===== src/rtl/alloc_pkg.sv =====
`default_nettype none
// ============================================================================
// Package     : alloc_pkg
// Description : Shared types and helpers for the allocator requester: slot
//               count, slot index type, requester state encoding and the
//               free-slot / top-slot search functions over a QValid vector.
// Revision    : 1.0 - initial release
// ============================================================================
package alloc_pkg;

  localparam int NUM_SLOTS = 4;

  typedef logic [1:0] slot_idx_t;

  typedef enum logic [0:0] {
    RUN   = 1'b0,
    FLUSH = 1'b1
  } req_state_e;

  // Lowest clear bit: the slot the allocator fills next.
  function automatic slot_idx_t first_zero(input logic [NUM_SLOTS-1:0] v);
    slot_idx_t idx;
    idx = '0;
    for (int i = NUM_SLOTS - 1; i >= 0; i--) begin
      if (!v[i]) idx = slot_idx_t'(i);
    end
    return idx;
  endfunction

  // Highest set bit: the only slot the allocator can retire (LIFO order).
  function automatic slot_idx_t top_one(input logic [NUM_SLOTS-1:0] v);
    slot_idx_t idx;
    idx = '0;
    for (int i = 0; i < NUM_SLOTS; i++) begin
      if (v[i]) idx = slot_idx_t'(i);
    end
    return idx;
  endfunction

endpackage : alloc_pkg
`default_nettype wire


===== src/rtl/slot_timer.sv =====
`default_nettype none
// ============================================================================
// Module      : slot_timer
// Description : Per-slot lifetime down-counter. Loads a job length, then
//               decrements once per clock and saturates at zero. A slot is
//               retire-eligible while the counter reads zero.
// Revision    : 1.0 - initial release
// ============================================================================
module slot_timer #(
  parameter int LEN_W = 8
) (
  input  logic             clk,
  input  logic             rst_n,
  input  logic             i_load,
  input  logic [LEN_W-1:0] i_len,
  output logic             o_expired
);

  logic [LEN_W-1:0] r_cnt;

  // Load has priority; otherwise count down and stick at zero.
  always_ff @(posedge clk or negedge rst_n) begin
    if (!rst_n) begin
      r_cnt <= '0;
    end else if (i_load) begin
      r_cnt <= i_len;
    end else if (r_cnt != '0) begin
      r_cnt <= r_cnt - LEN_W'(1);
    end
  end

  assign o_expired = (r_cnt == '0);

endmodule : slot_timer
`default_nettype wire


===== src/rtl/alloc_requester.sv =====
`default_nettype none
// ============================================================================
// Module      : alloc_requester
// Description : Initiator-side companion to the 4-entry thermometer slot
//               allocator. Accepts jobs over valid/ready, drives alloc and
//               dealloc strobes, times each slot's lifetime, retires slots
//               top-first, supports flush-drain and checks allocator QValid
//               against a shadow occupancy count.
// Revision    : 1.0 - initial release
// ============================================================================
module alloc_requester
  import alloc_pkg::*;
#(
  parameter int LEN_W = 8
) (
  input  logic                 clk,
  input  logic                 rst_n,
  input  logic                 job_valid,
  input  logic [LEN_W-1:0]     job_len,
  output logic                 job_ready,
  input  logic                 flush,
  output logic                 flush_done,
  input  logic [NUM_SLOTS-1:0] qvalid,
  output logic                 alloc,
  output logic                 dealloc,
  output logic                 retire_valid,
  output logic [1:0]           retire_slot,
  output logic [2:0]           busy_cnt,
  output logic                 proto_err
);

  req_state_e           r_state;
  req_state_e           w_state_nxt;
  logic [2:0]           r_shadow;
  logic                 r_flush_done;
  logic                 r_proto_err;

  logic [NUM_SLOTS-1:0] w_expired;
  logic [NUM_SLOTS-1:0] w_load;
  logic [NUM_SLOTS-1:0] w_qv_inc;
  slot_idx_t            w_top;
  slot_idx_t            w_free;
  logic                 w_any;
  logic                 w_full;
  logic                 w_dealloc;
  logic                 w_ready;
  logic                 w_alloc;
  logic                 w_err;

  assign w_top    = top_one(qvalid);
  assign w_free   = first_zero(qvalid);
  assign w_any    = (qvalid != '0);
  assign w_full   = (qvalid == '1);
  assign w_qv_inc = qvalid + NUM_SLOTS'(1);

  // Next state and strobes; dealloc wins over alloc so the allocator never
  // sees both in one cycle.
  always_comb begin
    w_state_nxt = r_state;
    w_dealloc   = 1'b0;
    w_ready     = 1'b0;
    case (r_state)
      RUN: begin
        w_dealloc = w_any && w_expired[w_top];
        w_ready   = !w_full && !w_dealloc;
        if (flush) w_state_nxt = FLUSH;
      end
      FLUSH: begin
        w_dealloc = w_any;
        if (!w_any) w_state_nxt = RUN;
      end
      default: w_state_nxt = RUN;
    endcase
  end

  assign w_alloc = job_valid && w_ready;

  // Mismatch against shadow count, or QValid not a thermometer code.
  assign w_err = ($countones(qvalid) != int'(r_shadow)) ||
                 ((qvalid & w_qv_inc) != '0);

  // State register plus the one-cycle drain-complete pulse.
  always_ff @(posedge clk or negedge rst_n) begin
    if (!rst_n) begin
      r_state      <= RUN;
      r_flush_done <= 1'b0;
    end else begin
      r_state      <= w_state_nxt;
      r_flush_done <= (r_state == FLUSH) && !w_any;
    end
  end

  // Shadow occupancy follows our own strobes.
  always_ff @(posedge clk or negedge rst_n) begin
    if (!rst_n) begin
      r_shadow <= '0;
    end else if (w_alloc) begin
      r_shadow <= r_shadow + 3'd1;
    end else if (w_dealloc) begin
      r_shadow <= r_shadow - 3'd1;
    end
  end

  // Sticky protocol error flag.
  always_ff @(posedge clk or negedge rst_n) begin
    if (!rst_n) begin
      r_proto_err <= 1'b0;
    end else if (w_err) begin
      r_proto_err <= 1'b1;
    end
  end

  for (genvar i = 0; i < NUM_SLOTS; i++) begin : g_slot
    assign w_load[i] = w_alloc && (w_free == slot_idx_t'(i));
    slot_timer #(
      .LEN_W (LEN_W)
    ) u_timer (
      .clk       (clk),
      .rst_n     (rst_n),
      .i_load    (w_load[i]),
      .i_len     (job_len),
      .o_expired (w_expired[i])
    );
  end

  assign job_ready    = w_ready;
  assign alloc        = w_alloc;
  assign dealloc      = w_dealloc;
  assign retire_valid = w_dealloc;
  assign retire_slot  = w_top;
  assign busy_cnt     = r_shadow;
  assign flush_done   = r_flush_done;
  assign proto_err    = r_proto_err;

endmodule : alloc_requester
`default_nettype wire


===== config.mk =====
export PLATFORM = sky130hd
export DESIGN_NAME = alloc_requester
export DESIGN_NICKNAME = d
export VERILOG_FILES = /design/src/rtl/alloc_pkg.sv /design/src/rtl/slot_timer.sv /design/src/rtl/alloc_requester.sv
export SDC_FILE = /design/constraint.sdc
export NUM_CORES = 1
export LEC_CHECK = 0
export BUFFER_PORTS_ARGS = -buffer_cell sky130_fd_sc_hd__buf_4
export CAP_MARGIN = 10
export CORE_MARGIN = 2
export CORE_UTILIZATION = 45
export DETAILED_ROUTE_END_ITERATION = 8
export GPL_ROUTABILITY_DRIVEN = 0
export PLACE_DENSITY_LB_ADDON = 0.08
export RECOVER_POWER = 50
export REMOVE_ABC_BUFFERS = 1
export SYNTH_ARGS = -nofsm -noshare
export SYNTH_HDL_FRONTEND = slang
export SYNTH_HIERARCHICAL = 1
export SYNTH_SLANG_ARGS = --single-unit

===== constraint.sdc =====
create_clock -name clk -period 8.3 [get_ports clk]
set_clock_uncertainty 0.05 [all_clocks]
set_input_delay 0.83 -clock clk [delete_from_list [all_inputs] [get_ports clk]]
set_output_delay 0.83 -clock clk [all_outputs]
set_load 0.01 [all_outputs]

**After elaboration in Yosys (flattened, before gate mapping)**

Index checks and enable logic that the tools add are counted.
W data, S select, Z words.

- Register bits: 38
- Output and inout port bits: 11

- Add/sub/neg operators: 10
- Magnitude comparators: 1
- Equal/unequal tests: 5
- Mux-type cells: 24
- Bitwise logic cells: 2
- Reduce and logical (&&, ||, !) cells: 28

Operator list:

| kind | count |
|---|---|
| $mux W8 | 8 |
| $logic_not A8 Y1 | 4 |
| $reduce_bool A8 Y1 | 4 |
| $sub A8 B1 Y8 const B | 4 |
| $mux W2 | 6 |
| $reduce_bool A2 Y1 | 5 |
| $logic_and A1 B1 Y1 | 8 |
| $reduce_bool A4 Y1 | 2 |
| $mux W3 | 2 |
| $mux W1 | 5 |
| $add A1 B1 Y2 | 2 |
| $add A4 B1 Y4 const B | 1 |
| $and A4 B4 Y4 | 1 |
| $eq A2 B2 Y1 const B | 2 |
| $eq A4 B4 Y1 const B | 1 |
| $pmux W1 S2 | 2 |
| $add A2 B2 Y3 | 1 |
| $add A3 B1 Y3 const B | 1 |
| $logic_not A1 Y1 | 3 |
| $lt A2 B3 Y1 const B | 1 |
| $ne A3 B3 Y1 | 1 |
| $sub A3 B1 Y3 const B | 1 |
| $bmux W1 S2 | 1 |
| $eq A2 B1 Y1 const B | 1 |
| other kinds (3) | 3 |

**Longest topological paths before layout**

Gate-level depths: netlist of run 1.

- Word-level depth: 12
- Mapped depth: 14

**Cells and area by module**

Netlist of run 1, hierarchy kept.

By module, submodules not included:

| module | times used | cells each | area an instance (um^2) | seq. area each (um^2) |
|---|---|---|---|---|
| slot_timer | 4 | 54 | 476.7 | 200.2 |
| alloc_requester | 1 | 65 | 681.9 | 150.1 |

**Least setup slack after synthesis of run 1**

OpenSTA, ideal clock, no wires.

- Kind: input to register
- Start point: input qvalid[1]
- End point: register r_shadow[2], in the netlist busy_cnt[2]
- Setup time: 0.142 ns
- Data arrival time: 2.822 ns
- Required time: 8.108 ns
- Setup slack: 5.286 ns
- Cell stages on the path: 9
- Buffers on the path: 0
- Path through: inv_1 -> ha_1 -> or3b_4 -> a21boi_4 -> inv_1 -> fa_1 -> nor2b_1 -> a41oi_1 -> o2111ai_2

- Cells in the longest elaborated chain, start to end: 11
- Elaborated cells between the ends (all ways): 16
- Those cells by class: 1 x eq/ne; 8 x mux; 7 x reduce/logical

RTL lines:

| what | line | RTL |
|---|---|---|
| start, declared | alloc_requester.sv:23 | `input logic [NUM_SLOTS-1:0] qvalid,` |
| $mux W1 | alloc_pkg.sv:35 | `if (v[i]) idx = slot_idx_t'(i);` |
| $mux W2 (2 in a row) | alloc_pkg.sv:35 |  |
| $bmux W1 S2 | alloc_requester.sv:64 | `w_dealloc = w_any && w_expired[w_top];` |
| $mux W1 (implied by the code) | alloc_requester.sv:64 |  |
| $logic_and A1 B1 Y1 | alloc_requester.sv:64 |  |
| $logic_not A1 Y1 | alloc_requester.sv:65 | `w_ready = !w_full && !w_dealloc;` |
| $logic_and A1 B1 Y1 (*) | alloc_requester.sv:65 |  |
| $mux W1 (*) | alloc_requester.sv:62 | `case (r_state)` |
| $logic_and A1 B1 Y1 (*) | alloc_requester.sv:76 | `assign w_alloc = job_valid && w_ready;` |
| net alloc | alloc_requester.sv:24 | `output logic alloc,` |
| $mux W3 / $reduce_bool A2 Y1 (equally long branches) | -- |  |
| end signal, assigned | alloc_requester.sv:98 | `r_shadow <= r_shadow + 3'd1;` |
| end signal, assigned | alloc_requester.sv:100 | `r_shadow <= r_shadow - 3'd1;` |
| end, declared | alloc_requester.sv:34 | `logic [2:0] r_shadow;` |

The timed path passes the listed nets; every way through them passes the cells marked *. The select of a mux whose other input is x is not followed.
A chain may end at the register's enable or synchronous reset.

**Worst setup path in the final report of run 1**

- Start point: register g_slot[1].u_timer.r_cnt[0]
- End point: output dealloc

- Cells in the longest elaborated chain, start to end: 5

RTL lines:

| what | line | RTL |
|---|---|---|
| start, declared | slot_timer.sv:19 | `logic [LEN_W-1:0] r_cnt;` |
| start signal, assigned | slot_timer.sv:26 | `r_cnt <= i_len;` |
| start signal, assigned | slot_timer.sv:28 | `r_cnt <= r_cnt - LEN_W'(1);` |
| $logic_not A8 Y1 | slot_timer.sv:32 | `assign o_expired = (r_cnt == '0);` |
| net w_expired[1] | alloc_requester.sv:38 | `logic [NUM_SLOTS-1:0] w_expired;` |
| $bmux W1 S2 | alloc_requester.sv:64 |  |
| $mux W1 (implied by the code) | alloc_requester.sv:64 |  |
| $logic_and A1 B1 Y1 | alloc_requester.sv:64 |  |
| $pmux W1 S2 | alloc_requester.sv:62 |  |
| end, declared | alloc_requester.sv:25 | `output logic dealloc,` |

The timed path passes the listed nets, and every way through them passes these cells. The select of a mux whose other input is x is not followed.

==> implementation parameters, run 1 <==
Parameter                              Value

STA
  Final total negative setup slack    0 ps
  Final hold violations    0
  Headroom to the max-slew limit    -35.6%
  Setup-violating endpoint count in the final report    0
  Final critical delay including setup and external delays    about 3500 ps
  Slew Viols, Final    39
  Final period util    between 40 and 50%
  Unrepaired setup endpoints after global routing    no
  Maximum operating frequency    roughly 0.29 GHz
  Worst Max-Slew Pin Slew    about 2000 ps

Cells and area
  Non-filler instance count after layout    376
  Number of nets in the layout    331
  Area growth syn-to-layout    10.5%
  Share of layout cells above drive strength 1    14.1%
  Total inserted antenna cells    0
  Total non-filler cell area in the finished layout    between 0.002 and 0.003 sq mm
  Final standard cell utilization of the core    51.6%

Critical path
  Critical path class    register to output pin
  CP max stage cell    sky130_fd_sc_hd__or3b_1
  Kind of launch point of the worst setup path    register
  Required time of the worst setup path    7420 ps
  Number of buffers and inverters on the critical path    2
  Critical path's top delay family    simple AND/OR/NAND/NOR gates
  Critical Path Fanout Max    7
  Critical path cell sequence    inv_1 > ha_1 > or3b_1 > nor2_1 > mux2i_1 > o211ai_2 > and2_2 > buf_4
  Critical path's largest stage delay    about 480 ps
  Kind of end point of the critical path    output pin
  Worst Path Arrival    approximately 2600 ps

Logic synthesis
  Yosys warning count    6
  Number of instances in the synthesized netlist    281
  Mean instance size in the synthesized netlist    9.21 sq um
  Async S/R FF share, synth    100%
  Share of the synthesized area in the top cell type    between 30% and 40%
  Dominant synthesized flop cell    sky130_fd_sc_hd__dfrtp_1
  Register bit total from synthesis    38
  Number of enable-type register cells in the synthesized netlist    0
  Leading post-synthesis cells by cell area    sky130_fd_sc_hd__dfrtp_1, sky130_fd_sc_hd__ha_1, sky130_fd_sc_hd__o31ai_1
  Sequential cell area fraction in the yosys report    a little under two fifths
  Number of distinct library cells after synthesis    54
  Summed instance area of the synthesized netlist    0.00259 sq mm
  Post-synth top area cell    sky130_fd_sc_hd__dfrtp_1

Placed design
  Number of port buffers    26
  Half-perimeter wire length after detailed placement    4490 um
  Number of placed cells counting well taps    about 370
  Cell area reported after detailed placement    approximately 0.0028 sq mm

CTS
  Skew-Pair Late Insertion Delay    roughly 290 ps
  Clock tree from TritonCTS    built
  Clock Sink Count    38
  Count of hold-fix buffers inserted at cts    0
  TritonCTS buffer count    5
  Number of buffers added for setup after CTS    0
  H-tree lvl count    2
  Root buffer selected by CTS    sky130_fd_sc_hd__clkbuf_8
  Buffer depth of the longest clock path    2
  Reg clk slew, reported paths    80 ps
  Count of instances resized after the clock tree is built    0

Die
  Die Span X    approximately 80 um
  Die extent in y    ~80 um
  Initial standard-cell utilization of the core    a little under half
  Core area    ~0.0055 sq mm
  Number of rows created at floorplan    27
  Die Footprint    between 0.006 and 0.007 sq mm
  Number of top-level design ports    27

Global routing
  Wire length of the first global-routing pass    between 10,000 and 15,000 um
  GRT Residual Overflow    0
  Vias in the first global route    between 2,000 and 2,500
  Pin count of the biggest net entering global routing    39
  GRT Util Overall    21.0%
  Initial antenna violation count    0

Power
  Static leakage    0.00106 uW
  Worst-case vdd ir drop    ~0.15 mV
  Total Power Consumption    between 900 and 1000 uW
  Power density cells    317 mW/mm^2

Route
  WL per Instance    16.4 um
  Total wire length    between 6000 and 7000 um
  Total via count in the routed design    2,253
  Avg Vias per Cell    5.99
  Remaining antenna violation count    0
  First-pass detailed-route iteration total    4
  DR iter-0 viols    91
  DR DRC count    0

Flow run
  Max-cap check violation count    1

Hold path
  HP Class    register to register

Outcome
  Failing checks    capacitance limit, slew limit
  Outcome    complete, but fails checks
[cells in the mapped netlist (all sizes together), types with 2 or more instances]
cell type    instances
buf                  3
nor4                 8
o41ai                4
o31ai               12
o211ai               2
o22ai                4
a21oi               15
inv                 17
nor2                24
a221oi               4
nand3               13
xnor2                7
a2bb2oi              4
ha                  10
dlygate4sd1          4
nand2               23
or4                  8
nand4                5
nor3b                5
dfrtp               38
a21boi               7
or3                  4
clkbuf               4
o311ai               4
or3b                 5
o21ai                8
mux2                 2
fa                   2
and2                 3
o31a                 4
a31oi                5
nor3                12
[per-stage QoR]
step | setup WS [ps] | hold slack, ps
2_1_floorplan | 5290 | 468
3_3_place_gp | 4900 | 466
3_5_place_dp | 4840 | 453
4_1_cts | 4790 | 467
5_1_grt | 4550 | 510
6_report | 4800 | 467
[cell type report]
type,count,area (sq um)
repair buffers,26,176
clock inverters,1,5.00
multi-input cells,215,1490
inverters,17,63.8
clock buffers,7,86.3
flip-flops and latches,38,951
well taps,72,90.1
fillers,541,2680
[logic make-up after synthesis]
group	count (synthesis)	share of synthesized area, %
XOR/XNOR	8	2.71
multiplexers	3	1.26
buffers and inverters	28	5.75
adder cells (fa/ha/maj)	12	6.38
AO/OA/AOI/OAI	77	22.5
AND/OR/NAND/NOR	115	24.6
flip-flops	38	36.7
[path summary, 6_finish.rpt]
path,start,to,slack (ps),cells after the start
max in group asynchronous,rst_n,g_slot[0].u_timer/r_cnt[7]$_DFFE_PN0P_,5970,1
max reg2reg,g_slot[1].u_timer/r_cnt[0]$_DFFE_PN0P_,g_slot[0].u_timer/r_cnt[5]$_DFFE_PN0P_,4970,10
min reg2reg,proto_err$_DFFE_PN0P_,proto_err$_DFFE_PN0P_,470,2
max,g_slot[1].u_timer/r_cnt[0]$_DFFE_PN0P_,dealloc,4800,8
min in group asynchronous,rst_n,g_slot[1].u_timer/r_cnt[0]$_DFFE_PN0P_,1060,1
min,proto_err$_DFFE_PN0P_,proto_err$_DFFE_PN0P_,470,2
[worst min-delay path, cell delays in order (launching register included)]
cell,delay [ps]
sky130_fd_sc_hd__dfrtp_1,360
sky130_fd_sc_hd__a2111oi_0,70
sky130_fd_sc_hd__nand4_1,60
[layer usage]
metal,vias to the layer above,global-route usage (%),share of wire (%)
li1,1104,-,-
met1,1068,29.7,49
met2,68,32.3,45
met3,13,4.07,4.3
met4,0,6.61,2.4
met5,-,0,0
[sequential cells by signal (all words and copies together), names as in the netlist]
name	flops
flush_done	1
g_slot.u_timer/r_cnt	32
busy_cnt	3
proto_err	1
r_state	1
[power by group]
group          leakage (uW)  total, uW  switching (uW)  internal, uW
Combinational      0.000566        376             192           184
Sequential         0.000451        400             124           276
Clock             0.0000482        132            65.4          67.1
[cells in the final DEF (no fill, tap or decap), drive strengths merged, types with 2 or more instances in the layout]
master	n
dfrtp	38
fa	2
ha	10
clkbuf	12
nor2	24
or3	4
nand2	23
xnor2	7
a31oi	5
o21ai	8
buf	21
o22ai	4
mux2	2
a21oi	15
o211ai	2
a2bb2oi	4
or3b	5
or4	8
a21boi	7
o31ai	12
o31a	4
and2	3
nand4	5
nor4	8
o41ai	4
inv	17
nor3b	5
nor3	12
o311ai	4
a221oi	4
nand3	13
(Power assumes the default switching activity.)
==> run 2: changes to the inputs <==
==> constraint.sdc (replaced) <==
create_clock -name clk -period 2.8 [get_ports clk]
set_clock_uncertainty 0.05 [all_clocks]
set_input_delay 0.28 -clock clk [delete_from_list [all_inputs] [get_ports clk]]
set_output_delay 0.28 -clock clk [all_outputs]
set_load 0.01 [all_outputs]
==> run 2 against run 1 <==
Against the previous run:
- the run now ends clean
- die area did not move
- critical path type is now register to register
- worst hold slack got worse by 320 ps
- sequential cell count unchanged
- sequential share of layout area fell by 3.4 points
- power grew to 3.3 times the previous value
- non-clock buffer count grew 40
- clock power rose to 3.1 times the previous value
- core utilization rose by 5.9 points
- final area increased by 11%
- critical endpoint is now busy_cnt[2]$_DFFE_PN0P_
- largest cell class unchanged
==> implementation parameters, run 2 (same netlist as run 1, synthesis figures left out) <==
Parameter                              Value

Outcome
  Outcome    completed

Cells and area
  Leading cell type in the layout, fill and taps excluded    sky130_fd_sc_hd__buf_4
  Flip-flop count of the largest register, all copies and words added    32 (unchanged)
  Top library cells by usage in the layout, fill and taps aside    sky130_fd_sc_hd__buf_4, sky130_fd_sc_hd__dfrtp_1, sky130_fd_sc_hd__nand2_1
  Area growth syn-to-layout    23.1%
  Register name with the most flops    g_slot.u_timer/r_cnt
  Final standard cell utilization of the core    57.5% (+5.9 points)
  Number of nets in the layout    371 (+12%)
  Share of layout cells above drive strength 1    25.9% (+12 points)
  Total inserted antenna cells    0 (unchanged)

Route
  WL per Instance    16.0 um (-2.6%)
  Total via count in the routed design    2,396 (+6.3%)
  First-pass detailed-route iteration total    4 (unchanged)
  DR DRC count    0 (unchanged)
  Avg Vias per Cell    5.76 (-3.9%)
  DR iter-0 viols    108 (+19%)
  Remaining antenna violation count    0 (unchanged)
  Total wire length    6640 um (+7.7%)

CTS
  TritonCTS buffer count    5 (unchanged)
  Skew-Pair Late Insertion Delay    300 ps (about the same)
  Root buffer selected by CTS    sky130_fd_sc_hd__clkbuf_8
  Buffer depth of the longest clock path    2 (unchanged)
  Clock tree from TritonCTS    built
  H-tree lvl count    2 (unchanged)
  Clock Sink Count    38 (unchanged)
  Reg clk slew, reported paths    80 ps (about the same)

Die
  Number of top-level design ports    27 (unchanged)
  Die extent in y    79.8 um (unchanged)
  Initial standard-cell utilization of the core    46.7% (unchanged)
  Die Footprint    0.00638 sq mm (unchanged)
  Number of rows created at floorplan    27 (unchanged)
  Die Span X    79.8 um (unchanged)
  Core area    0.00554 sq mm (unchanged)

Hold path
  HP Class    input port to register

STA
  Unrepaired setup endpoints after global routing    yes
  Final total negative setup slack    0 ps (unchanged)
  Final hold violations    0 (unchanged)
  Headroom to the max-slew limit    35.4% (+71 points)
  Worst hold margin    147 ps (-321 ps)
  Slew Viols, Final    0 (-100%)
  Setup-violating endpoint count in the final report    0 (unchanged)
  Worst Max-Slew Pin Slew    970 ps (-1060 ps)
  Final critical delay including setup and external delays    between 2000 and 3000 ps
  Final worst setup slack    53.2 ps (-4740 ps)
  Maximum operating frequency    0.364 GHz
  Final period util    just under 100%

Critical path
  Critical path cell sequence    inv_1 > ha_1 > or3b_1 > nor2_2 > mux2i_2 > o211ai_2 > a21boi_4 > inv_1 > fa_1 > nor2b_2 > a41oi_1 > o2111ai_2
  Kind of launch point of the worst setup path    register
  Worst Path Arrival    2860 ps (+240 ps)
  Critical path's largest stage delay    500 ps (+20 ps)
  Number of buffers and inverters on the critical path    2 (unchanged)
  Critical Path Fanout Max    6 (-1)
  Critical path class    register to register
  Kind of end point of the critical path    register
  Most Frequent Cell on Critical Path    sky130_fd_sc_hd__inv_1
  Required time of the worst setup path    2910 ps (-4510 ps)
  Critical path's top delay family    compound AO/OA/AOI/OAI gates
  CP max stage cell    sky130_fd_sc_hd__fa_1

Placed design
  Number of port buffers    26 (unchanged)
  Half-perimeter wire length after detailed placement    4910 um (+9.2%)
  Dpl ws    -17.9 ps (-4860 ps)

Power
  Worst-case vdd ir drop    0.423 mV (+180%)
  Total Power Consumption    3030 uW (+230%)
  Power density cells    950 mW/mm^2 (+200%)
  Static leakage    0.00127 uW (+20%)

Global routing
  GRT Residual Overflow    0 (unchanged)
  Wire length of the first global-routing pass    11,100 um (+7.4%)
  Pin count of the biggest net entering global routing    39 (unchanged)
  Vias in the first global route    2,253 (+6.4%)
  GRT Util Overall    22.4% (+1.5 points)
  Initial antenna violation count    0 (unchanged)

Flow run
  Max-cap check violation count    0 (-1)
-- run 2: per-layer routing --
metal	up-vias	share of wire, %	GRT usage [%]
met1	1150	47	30.7
met5	-	0	0
met2	57	48	37.0
li1	1184	-	-
met4	0	0.81	5.25
met3	5	4.2	3.96
-- run 2: worst paths after layout --
path                                                   startpoint                                endpoint  slack, ps  depth (start not counted)
max                        g_slot[1].u_timer/r_cnt[0]$_DFFE_PN0P_                 busy_cnt[2]$_DFFE_PN0P_         50                         12
max reg2reg                g_slot[1].u_timer/r_cnt[0]$_DFFE_PN0P_                 busy_cnt[2]$_DFFE_PN0P_         50                         12
min in group asynchronous                                   rst_n  g_slot[1].u_timer/r_cnt[4]$_DFFE_PN0P_        610                          2
min                                                         flush                       r_state$_DFF_PN0_        150                          3
min reg2reg                                 proto_err$_DFFE_PN0P_                   proto_err$_DFFE_PN0P_        490                          2
max in group asynchronous                                   rst_n  g_slot[3].u_timer/r_cnt[3]$_DFFE_PN0P_       1480                          2
-- run 2: what timing repair did --
| action | in CTS | in global routing |
|---|---|---|
| gates resized for setup | 2 | 3 |
| hold endpoints to repair | 38 | 0 |
| pin swaps | 2 | 0 |
| endpoints found under the setup margin | 2 | 7 |
| buffers inserted | 1 | 0 |
| cloned | 0 | 0 |
| hold buffers | 1 | 0 |
-- run 2: per-stage QoR --
step,std cells,area (sq um)
after floorplan,270,2500
after CTS,416,3190
final,416,3190
after global routing,416,3190
after global placement,406,3070
after detailed placement,406,3070
-- run 2: worst register-to-register path, cell delays in order, from the launching register on --
cell and delay, ps:
sky130_fd_sc_hd__dfrtp_1 350, sky130_fd_sc_hd__inv_1 50, sky130_fd_sc_hd__ha_1 200, sky130_fd_sc_hd__or3b_1 190
sky130_fd_sc_hd__nor2_2 60, sky130_fd_sc_hd__mux2i_2 200, sky130_fd_sc_hd__o211ai_2 150, sky130_fd_sc_hd__a21boi_4 220
sky130_fd_sc_hd__inv_1 90, sky130_fd_sc_hd__fa_1 500, sky130_fd_sc_hd__nor2b_2 190, sky130_fd_sc_hd__a41oi_1 240
sky130_fd_sc_hd__o2111ai_2 120
-- run 2: area by class of cell --
class,count,area (sq um)
well taps,72,90.1
fillers,514,2350
clock buffers,6,82.6
inverters,17,63.8
repair buffers,66,488
clock inverters,2,12.5
multi-input cells,215,1500
flip-flops and latches,38,951
-- run 2: where the power goes --
group / internal, uW / switching [uW] / leakage, uW / total [uW]
Combinational: 787 / 753 / 0.000776 / 1540
Sequential: 816 / 259 / 0.000451 / 1080
Clock: 198 / 213 / 0.0000472 / 411
